--- src/rtl/hazard_ctrl.sv ---
// Pipeline stall/flush controller for the 5-stage RV32I core: load-use interlock, taken-branch
// flush, memory-handshake freeze, data-memory watchdog and saturating performance counters.
`ifndef RF_ADDR_WIDTH
`define RF_ADDR_WIDTH 5
`endif

module hazard_ctrl #(
    parameter int unsigned TIMEOUT = 256,
    parameter int unsigned CNT_W   = 32
) (
    input  logic                      clk,
    input  logic                      rst_n,
    input  logic [`RF_ADDR_WIDTH-1:0] idRs1,
    input  logic [`RF_ADDR_WIDTH-1:0] idRs2,
    input  logic                      idUsesRs1,
    input  logic                      idUsesRs2,
    input  logic                      idMemWrite,
    input  logic [`RF_ADDR_WIDTH-1:0] idexRd,
    input  logic                      idexMemRead,
    input  logic                      exBranchTaken,
    input  logic                      imemReady,
    input  logic                      exmemMemAccess,
    input  logic                      dmemReady,
    output logic                      pcWrite,
    output logic                      ifidWrite,
    output logic                      idexWrite,
    output logic                      exmemWrite,
    output logic                      ifidFlush,
    output logic                      idexFlush,
    output logic                      memwbBubble,
    output logic                      memErr,
    output logic [CNT_W-1:0]          stallCycles,
    output logic [CNT_W-1:0]          flushCount
);

    localparam int unsigned WaitW = (TIMEOUT < 2) ? 1 : $clog2(TIMEOUT + 1);

    typedef enum logic [1:0] {StRun, StMemWait, StHalt} state_e;

    state_e             state_q, state_d;
    logic [WaitW-1:0]   wait_cnt_q, wait_cnt_d;
    logic [CNT_W-1:0]   stall_cnt_q, stall_cnt_d;
    logic [CNT_W-1:0]   flush_cnt_q, flush_cnt_d;
    logic               load_use, mem_stall, frozen, flush_taken;

    // A load feeding only the store-data operand is covered by forwarding into MEM.
    assign load_use = idexMemRead && (idexRd != '0) &&
                      ((idUsesRs1 && (idRs1 == idexRd)) ||
                       (idUsesRs2 && (idRs2 == idexRd) && !idMemWrite));
    assign mem_stall = exmemMemAccess && !dmemReady;
    assign frozen    = (state_q == StHalt) || mem_stall;

    always_comb begin
        pcWrite     = 1'b1;
        ifidWrite   = 1'b1;
        idexWrite   = 1'b1;
        exmemWrite  = 1'b1;
        ifidFlush   = 1'b0;
        idexFlush   = 1'b0;
        memwbBubble = 1'b0;
        flush_taken = 1'b0;
        if (!rst_n) begin
            pcWrite     = 1'b0;
            ifidWrite   = 1'b0;
            idexWrite   = 1'b0;
            exmemWrite  = 1'b0;
            ifidFlush   = 1'b1;
            idexFlush   = 1'b1;
            memwbBubble = 1'b1;
        end else if (frozen) begin
            pcWrite     = 1'b0;
            ifidWrite   = 1'b0;
            idexWrite   = 1'b0;
            exmemWrite  = 1'b0;
            memwbBubble = 1'b1;
        end else if (exBranchTaken) begin
            ifidFlush   = 1'b1;
            idexFlush   = 1'b1;
            flush_taken = 1'b1;
        end else if (load_use) begin
            pcWrite     = 1'b0;
            ifidWrite   = 1'b0;
            idexFlush   = 1'b1;
        end else if (!imemReady) begin
            pcWrite     = 1'b0;
            ifidFlush   = 1'b1;
        end
    end

    // wait_cnt_q holds the number of not-ready cycles already completed.
    always_comb begin
        state_d    = state_q;
        wait_cnt_d = wait_cnt_q;
        unique case (state_q)
            StRun: begin
                if (mem_stall) begin
                    wait_cnt_d = WaitW'(1);
                    state_d    = (TIMEOUT == 1) ? StHalt : StMemWait;
                end
            end
            StMemWait: begin
                if (dmemReady) begin
                    wait_cnt_d = '0;
                    state_d    = StRun;
                end else begin
                    wait_cnt_d = wait_cnt_q + 1'b1;
                    if ((TIMEOUT != 0) && ((32'(wait_cnt_q) + 32'd1) == TIMEOUT)) begin
                        state_d = StHalt;
                    end
                end
            end
            StHalt: ;
            default: begin
                state_d    = StRun;
                wait_cnt_d = '0;
            end
        endcase
    end

    always_comb begin
        stall_cnt_d = stall_cnt_q;
        flush_cnt_d = flush_cnt_q;
        if (!pcWrite && (stall_cnt_q != '1)) begin
            stall_cnt_d = stall_cnt_q + 1'b1;
        end
        if (flush_taken && (flush_cnt_q != '1)) begin
            flush_cnt_d = flush_cnt_q + 1'b1;
        end
    end

    always_ff @(posedge clk) begin
        if (!rst_n) begin
            state_q     <= StRun;
            wait_cnt_q  <= '0;
            stall_cnt_q <= '0;
            flush_cnt_q <= '0;
        end else begin
            state_q     <= state_d;
            wait_cnt_q  <= wait_cnt_d;
            stall_cnt_q <= stall_cnt_d;
            flush_cnt_q <= flush_cnt_d;
        end
    end

    assign memErr      = (state_q == StHalt);
    assign stallCycles = stall_cnt_q;
    assign flushCount  = flush_cnt_q;

endmodule
--- config.mk ---
export PLATFORM = sky130hd
export DESIGN_NAME = hazard_ctrl
export DESIGN_NICKNAME = d
export VERILOG_FILES = /design/src/rtl/hazard_ctrl.sv
export SDC_FILE = /design/constraint.sdc
export NUM_CORES = 1
export LEC_CHECK = 0
export BUFFER_PORTS_ARGS = -buffer_cell sky130_fd_sc_hd__buf_4
export CAP_MARGIN = 20
export CORE_MARGIN = 2
export CORE_UTILIZATION = 28
export CTS_CLUSTER_DIAMETER = 200
export CTS_CLUSTER_SIZE = 30
export DETAILED_ROUTE_END_ITERATION = 8
export GPL_ROUTABILITY_DRIVEN = 0
export PLACE_DENSITY_LB_ADDON = 0.1
export SETUP_SLACK_MARGIN = 0.2
export SYNTH_ARGS = -nofsm -noshare
export SYNTH_HDL_FRONTEND = slang
export SYNTH_SLANG_ARGS = --single-unit
--- constraint.sdc ---
create_clock -name clk -period 3.1 [get_ports clk]
set_input_delay 0.775 -clock clk [delete_from_list [all_inputs] [get_ports clk]]
set_output_delay 0.775 -clock clk [all_outputs]
set_load 0.1 [all_outputs]
* Yosys cells after proc, flatten, opt, wreduce, memory -nomap -nowiden
Index checks and enable logic that the tools add are counted.
Word-level totals: flip-flop bits (word level) 75, output and inout port bits 72, word-level logic and storage cells 67
Operators by class: muxes and demuxes 32, reductions and logical operators 17, bitwise operators 1, equality and inequality tests 9, add/subtract/negate cells 4
Operator list (count):
- $add 32x1->32 const B | 2
- $ne 32x32->1 const B | 2
- $pmux 9 s3 | 1
- $mux 1 | 25
- $mux 9 | 2
- $add 9x1->10 const B | 1
- $eq 10x9->1 const B | 1
- $eq 5x5->1 | 2
- $add 9x1->9 const B | 1
- $logic_and 1x1->1 | 8
- $mux 2 | 3
- $pmux 2 s3 | 1
- $reduce_bool 5->1 | 1
- $logic_not 1->1 | 3
- $ne 3x3->1 const B | 1
- $reduce_and 3->1 | 1
- $eq 2x1->1 const B | 1
- $eq 2x2->1 const B | 1
- $logic_not 2->1 | 1
- $logic_or 1x1->1 | 2
- $ne 2x2->1 const B | 1
- $reduce_and 2->1 | 1
- $not 1->1 | 1

* Logic depth before layout (Yosys ltp)
Gate-level depths: netlist of run 1.
depth in word-level cells 11, depth in mapped cells 10

* Worst setup path before layout of run 1
Ideal clock, no wire load.
kind input -> output, start in exmemMemAccess, end out ifidWrite, stages 4, arrival 6.231 ns, path slack -3.906 ns, cells stage by stage nor2b_1 -> nor3_1 -> inv_1 -> a21oi_1
On the way: cells in the longest elaborated chain, start to end 4
Ends and longest elaborated chain:
- start: declaration | RTL line 22 | input logic exmemMemAccess,
- $logic_and 1x1->1 | RTL line 50 | assign mem_stall = exmemMemAccess && !dmemReady;
- $logic_or 1x1->1 | RTL line 51 | assign frozen = (state_q == StHalt) || mem_stall;
- $mux 1 | RTL line 70 | end else if (frozen) begin
- $mux 1 | RTL line 62 | if (!rst_n) begin
- end: declaration | RTL line 25 | output logic ifidWrite,
Every way passes these cells.

* Final worst setup path of run 1
start in idexRd[4], end out ifidFlush
On the way: cells in the longest elaborated chain, start to end 9, elaborated cells on any way between the ends 13, those cells by class 2 x eq/ne; 4 x mux; 7 x reduce/logical
Ends and longest elaborated chain:
- start: declaration | RTL line 18 | input logic [`RF_ADDR_WIDTH-1:0] idexRd,
- $eq 5x5->1 | RTL line 49 | (idUsesRs2 && (idRs2 == idexRd) && !idMemWrite));
- $logic_and 1x1->1 (2 in a row) | RTL line 49
- $logic_or 1x1->1 | RTL line 48 | ((idUsesRs1 && (idRs1 == idexRd)) ||
- $logic_and 1x1->1 (*) | RTL line 47 | assign load_use = idexMemRead && (idexRd != '0) &&
- $mux 1 (*) | RTL line 80 | end else if (load_use) begin
- $mux 1 (*) | RTL line 76 | end else if (exBranchTaken) begin
- $mux 1 (*) | RTL line 70
- $mux 1 (*) | RTL line 62
- end: declaration | RTL line 28 | output logic ifidFlush,
Mark *: on every way between the ends. The rest lies on a longest branch, timed or not.

==> results of run 1 <==
==> layer usage <==
| layer | wire length [um] | global-route usage (%) | vias to the layer above | share of wire [%] |
|---|---|---|---|---|
| met5 | 0 | 0 | - | 0 |
| met4 | 164 | 7.184 | 0 | 1.5 |
| met3 | 597 | 4.307 | 11 | 5.4 |
| met2 | 4991 | 23.36 | 88 | 45 |
| met1 | 5315 | 20.46 | 1793 | 48 |
| li1 | - | - | 2008 | - |
==> kinds of logic after synthesis <==
kind of cell	synth area share (%)
adder cells (fa/ha/maj)	0.9598
AND/OR/NAND/NOR	30.77
multiplexers	1.536
buffers and inverters	3.871
flip-flops	38.39
XOR/XNOR	5.822
AO/OA/AOI/OAI	18.65
==> final timing paths <==
path / start / to / slack, ns / cells after the start
worst min-delay path: stallCycles[31] / stallCycles[31] / 0.49 / 2
worst max-delay path: idexRd[4] / ifidFlush / 0.13 / 7
worst min register to register: stallCycles[31] / stallCycles[31] / 0.49 / 2
worst max register to register: flushCount[13] / flushCount[23] / 0.67 / 6
==> cells in the mapped netlist, drive strengths merged, types with 3 or more instances <==
library cell  instances
inv                  11
or4                  22
xor2                  3
o21ai                32
nor4                  7
nand4                19
nor3                 15
ha                    3
mux2i                 6
xnor2                23
dfxtp                75
and2                  7
o31ai                24
clkbuf               14
or3                  22
a21oi                48
and3                  7
buf                  11
and4                  6
nand3                28
nand2b                5
nor2                 35
nand2                38
==> cell type report <==
type                            count  share of cell area, %
Timing Repair Buffer              109                  16.39
Clock inverter                      4                  1.383
Inverter                           11                 0.7737
Tap cell                          180                  4.220
Sequential cell                    75                  28.18
Multi-Input combinational cell    376                  44.31
Clock buffer                       11                  4.736
==> worst max-delay path: cells and delay by family <==
kind	cells	cell delay (ns)
and+or+nand+nor	2	0.67
AOI/OAI and AO/OA	3	0.39
buffers and inverters	2	0.35
==> registers in the layout, indices dropped and copies added, names as in the netlist <==
signal / count
state_q: 2
wait_cnt_q: 9
stallCycles: 32
flushCount: 32
==> per-stage QoR <==
| stage | std cells | utilization, % | cell area (um^2) |
|---|---|---|---|
| floorplan | 487 | - | 3984 |
| CTS | 765 | 38.56 | 5311 |
| global route | 766 | 38.74 | 5336 |
| detailed placement | 748 | 35.46 | 4883 |
| finish | 766 | 38.74 | 5336 |
| global placement | 748 | 35.46 | 4883 |
==> timing repair <==
item / 4_1_cts / 5_1_grt
hold buffers: 0 / 0
pin swaps: 10 / 3
endpoints found under the hold margin: 0 / 0
gates resized for setup: 20 / 4
endpoints found under the setup margin: 4 / 4
buffers inserted: 2 / 1
==> report_power, final <==
group          switching [W]  internal, W  leakage, nW
clock               0.000418     0.000744        0.162
sequential         0.0000115     0.000972        0.606
combinational       0.000176    0.0000835         1.14
==> flow_summary.toml, run 1 <==
[drt]
via_count = 3900
wl_per_cell_um = 14.45
drc_errors = 0
firstDrtPassIters = 4
postRouteAntennaNets = 0
drt-vias-per-instance = 5.091
drt_iter0_markers = 188
routed_wl_um = 11070

[sta]
timing.final.max_slew_violations = 0
max_freq_ghz = 0.3370
setup_tns_ns = 0
tightest_slew_ns = 0.7878
fin_skew_ns = 0.009695
setup_viol = 0
rsz0062_at_grt = "true"
min_period_ns = 2.968
setup_ws_ns = 0.1324
timing.hold.ws_ns = 0.4884
slew_headroom_pct = 47.03
layout_worst_path_cycle_share_pct = 95.73
finalHoldViolCount = 0

[die]
num_io_pins = 97
die_w_um = 122.2
core_region_area_um2 = 13770
start_util_pct = 28.40
die_y_um = 122.2
die_area_um2 = 14930
num_rows = 43

[cts]
clkLatencyLatePin_ns = 0.35
numCtsBuffers = 9
clk_root_buffer_cell = "clkbuf_16"
cts_buffer_depth = 2
htreeDepth = 3
clk_pin_slew_worst_paths_ns = 0.06
cts_tree = "built"
numClockSinks = 75

[critical_path]
slowest_stage = "or4_4"
worstSetupStartpointType = "input pin"
crit_required_ns = 2.32
worstPathArrival_ns = 2.19
critPathKind = "input pin to output pin"
slowest_delay_ns = 0.52
worstSetupEndpointType = "output pin"
crit_path_cell_trace = "buf_8 > or4_4 > o21ai_2 > nand2b_4 > a21oi_2 > o31ai_2 > buf_6"
cp_max_fo = 2

[logic_synthesis]
ys.flop_type = "dfxtp_1"
synth_top_area_cell = "dfxtp_1"
netlist_area_um2 = 3911
synth-edff-count = 0
netlist.area_leader.share_pct = 38.39
ys_ff_latch = 75
yosysWarningCount = 0
ys_seq_area_share_pct = 38.39
synth_cells = 487
synth_cell_type_count = 49
async_flop_share_pct = 0
avgSynthCellArea_um2 = 8.031
syn_nets = 515
synth_area_leaders = "dfxtp_1 38%, a21oi_1 6.1%, xnor2_1 5.2%"

[cells_and_area]
mostFrequentLayoutCell = "buf_4"
diodes = 0
most-common-layout-cells = "102 x buf_4, 73 x dfxtp_1, 45 x a21oi_1"
nFillCells = 1475
syn2layout_area_growth_pct = 36.44
multi_input_area_um2 = 2365
post_route_cells_drive_above_1_share_pct = 25.60
final_nets = 610
seq_area_um2 = 1504

[global_route]
grt_overflow = 0
grt_usage_pct = 15.49
grt_max_degree = 62
grt_pass1_wl_um = 18200
grt_pass1_vias = 3600
grt_antenna_before_repair = 0

[power]
p_total_w = 0.002405
p_leak_nw = 1.903
powerDensity_nw_per_um2 = 450.7
vdd_drop_max_mv = 0.2417

[flow_run]
drv_cap = 0

[placed_design]
port_buffers = 96
dp_hpwl_um = 7746
place_ws_ns = -0.03855

[min_path]
hp-class = "register to register"

[status]
status = "finished clean"
No activity file was read; power rests on OpenSTA's default activity.
==> inputs of run 2 (changes only) <==
Settings changed: CELL_PAD_IN_SITES_DETAIL_PLACEMENT from default to 1, CELL_PAD_IN_SITES_GLOBAL_PLACEMENT from default to 1.
==> run 2 against run 1 <==
Critical path depth did not move. Critical path type unchanged. Sequential share of layout area down 0.26 points. Setup slack worse by 0.051 ns. Via count up 4.4%. Routed wire length up 12%. Global-route usage increased by 1.6 points. Highest routed layer unchanged. Clock skew fell by 0.0013 ns.
==> flow_summary.toml, run 2 (same netlist as run 1, synthesis figures left out) <==
[status]
status = "finished clean"

[global_route]
grt_antenna_before_repair = 0
grt_pass1_wl_um = 20070
use_met2_pct = 27.65
grt_overflow = 0
grt_usage_pct = 17.04
grt_use_met3_pct = 4.307
grt_pass1_vias = 4015
grt_max_degree = 62
busiest_layer = "met2"
grt_use_met1_pct = 22.26

[power]
vdd_drop_max_mv = 0.2679
pwr-share-clk_pct = 48.1
powerDensity_nw_per_um2 = 448.1
p_sw_w = 0.0006094
netSwitchingFraction_pct = 25.25
internal-power_w = 0.001804
seq_power_share_pct = 40.8
p_leak_nw = 1.928
p_comb_share_pct = 11.1

[cts]
cts_buffer_depth = 2
clk_root_buffer_cell = "clkbuf_16"
clk_pin_slew_worst_paths_ns = 0.06
clkLatencyLatePin_ns = 0.34
hold_buffers = 0
cts_tree = "built"
numCtsBuffers = 9
numClockSinks = 75
htreeDepth = 3

[cells_and_area]
post_route_cells_drive_above_1_share_pct = 26.10
syn2layout_area_growth_pct = 37.68
final_nets = 613
mostFrequentLayoutCell = "buf_4"
most-common-layout-cells = "104 x buf_4, 73 x dfxtp_1, 45 x a21oi_1"
final_cells = 770
utilization_pct = 39.10
diodes = 0
fin_area_um2 = 5385

[min_path]
hold_path_depth = 2
hp-start = "stallCycles[31]"
hp-class = "register to register"
hold_end = "stallCycles[31]"

[die]
num_rows = 43
num_io_pins = 97
die_y_um = 122.2
start_util_pct = 28.40
die_w_um = 122.2
core_region_area_um2 = 13770
die_area_um2 = 14930

[critical_path]
cp_max_fo = 2
reg2reg_depth = 5
crit_required_ns = 2.32
worstSetupEndpointType = "output pin"
r2r_end = "flushCount[7]"
worstSetupStartpointType = "input pin"
reg2reg_from = "flushCount[13]"
rrSetupSlack_ns = 0.62
critPathKind = "input pin to output pin"
worstPathArrival_ns = 2.24

[drt]
drt_iter0_markers = 180
via_count = 4072
drc_errors = 0
drt-vias-per-instance = 5.288
postRouteAntennaNets = 0
routed_wl_um = 12440
wl_per_cell_um = 16.15
firstDrtPassIters = 4

[sta]
timing.hold.ws_ns = 0.4883
rsz0062_at_grt = "true"
layout_worst_path_cycle_share_pct = 97.37
setup_tns_ns = 0
tightest_slew_ns = 0.8458
slew_headroom_pct = 43.13
max_freq_ghz = 0.3313
fin_skew_ns = 0.008424
setup_viol = 0
min_period_ns = 3.018
finalHoldViolCount = 0
timing.final.max_slew_violations = 0

[placed_design]
dp.cells = 753
dp_hpwl_um = 8657
port_buffers = 96
post_dp_cell_area_um2 = 4921

[flow_run]
drv_cap = 0
==> run 2: timing repair <==
action                                  CTS  global route
pin swaps                                 5             7
setup buffers                             1             0
resized for setup                        22             6
endpoints found under the setup margin    4             4
==> run 2: how the worst max path moves through the flow <==
stage,start,to,cells after the start
floorplan,exmemMemAccess,ifidWrite,4
global placement,idexRd[1],ifidFlush,7
detailed placement,idexRd[1],ifidFlush,7
CTS,idexRd[3],ifidFlush,7
global route,idexRd[2],ifidFlush,7
finish,idexRd[2],ifidFlush,7
==> run 2: final cells by class <==
cell class              instances  area, um^2
fillers                      1682        8388
repair buffers                112       905.9
well taps                     180       225.2
multi-input cells             376        2381
clock inverters                 5       75.07
clock buffers                  11       252.7
inverters                      11       41.29
flip-flops and latches         75        1504
==> run 2: power groups by stage <==
stage | Combinational, W | Sequential, W | Clock [W]
global route | 0.000284 | 0.000986 | 0.00124
floorplan | 0.000130 | 0.00104 | 0
finish | 0.000267 | 0.000985 | 0.00116
global placement | 0.000243 | 0.00101 | 0
CTS | 0.000264 | 0.000985 | 0.00120
detailed placement | 0.000247 | 0.00101 | 0
==> run 2: routing by layer <==
metal	part of all wire, %	routed length (um)	vias up
li1	-	-	2004
met1	48	5993	1988
met2	46	5772	69
met3	4.2	524	11
met4	1.2	146	0
met5	0	0	-
==> run 2: per-stage QoR <==
stage          total power (W)  setup WS [ns]
2_1_floorplan         0.001175        -0.8830
3_5_place_dp          0.001253        -0.1800
4_1_cts               0.002446        0.02550
5_1_grt               0.002514        0.04468
6_report              0.002413        0.08162
3_3_place_gp          0.001250       -0.09661
==> run 2: worst max-delay path, cell delays in order <==
cell and delay [ns]:
buf_6 0.09, or4_4 0.53, o21ai_2 0.17, nand2b_4 0.17, a21oi_4 0.06, o31ai_4 0.22, buf_12 0.21
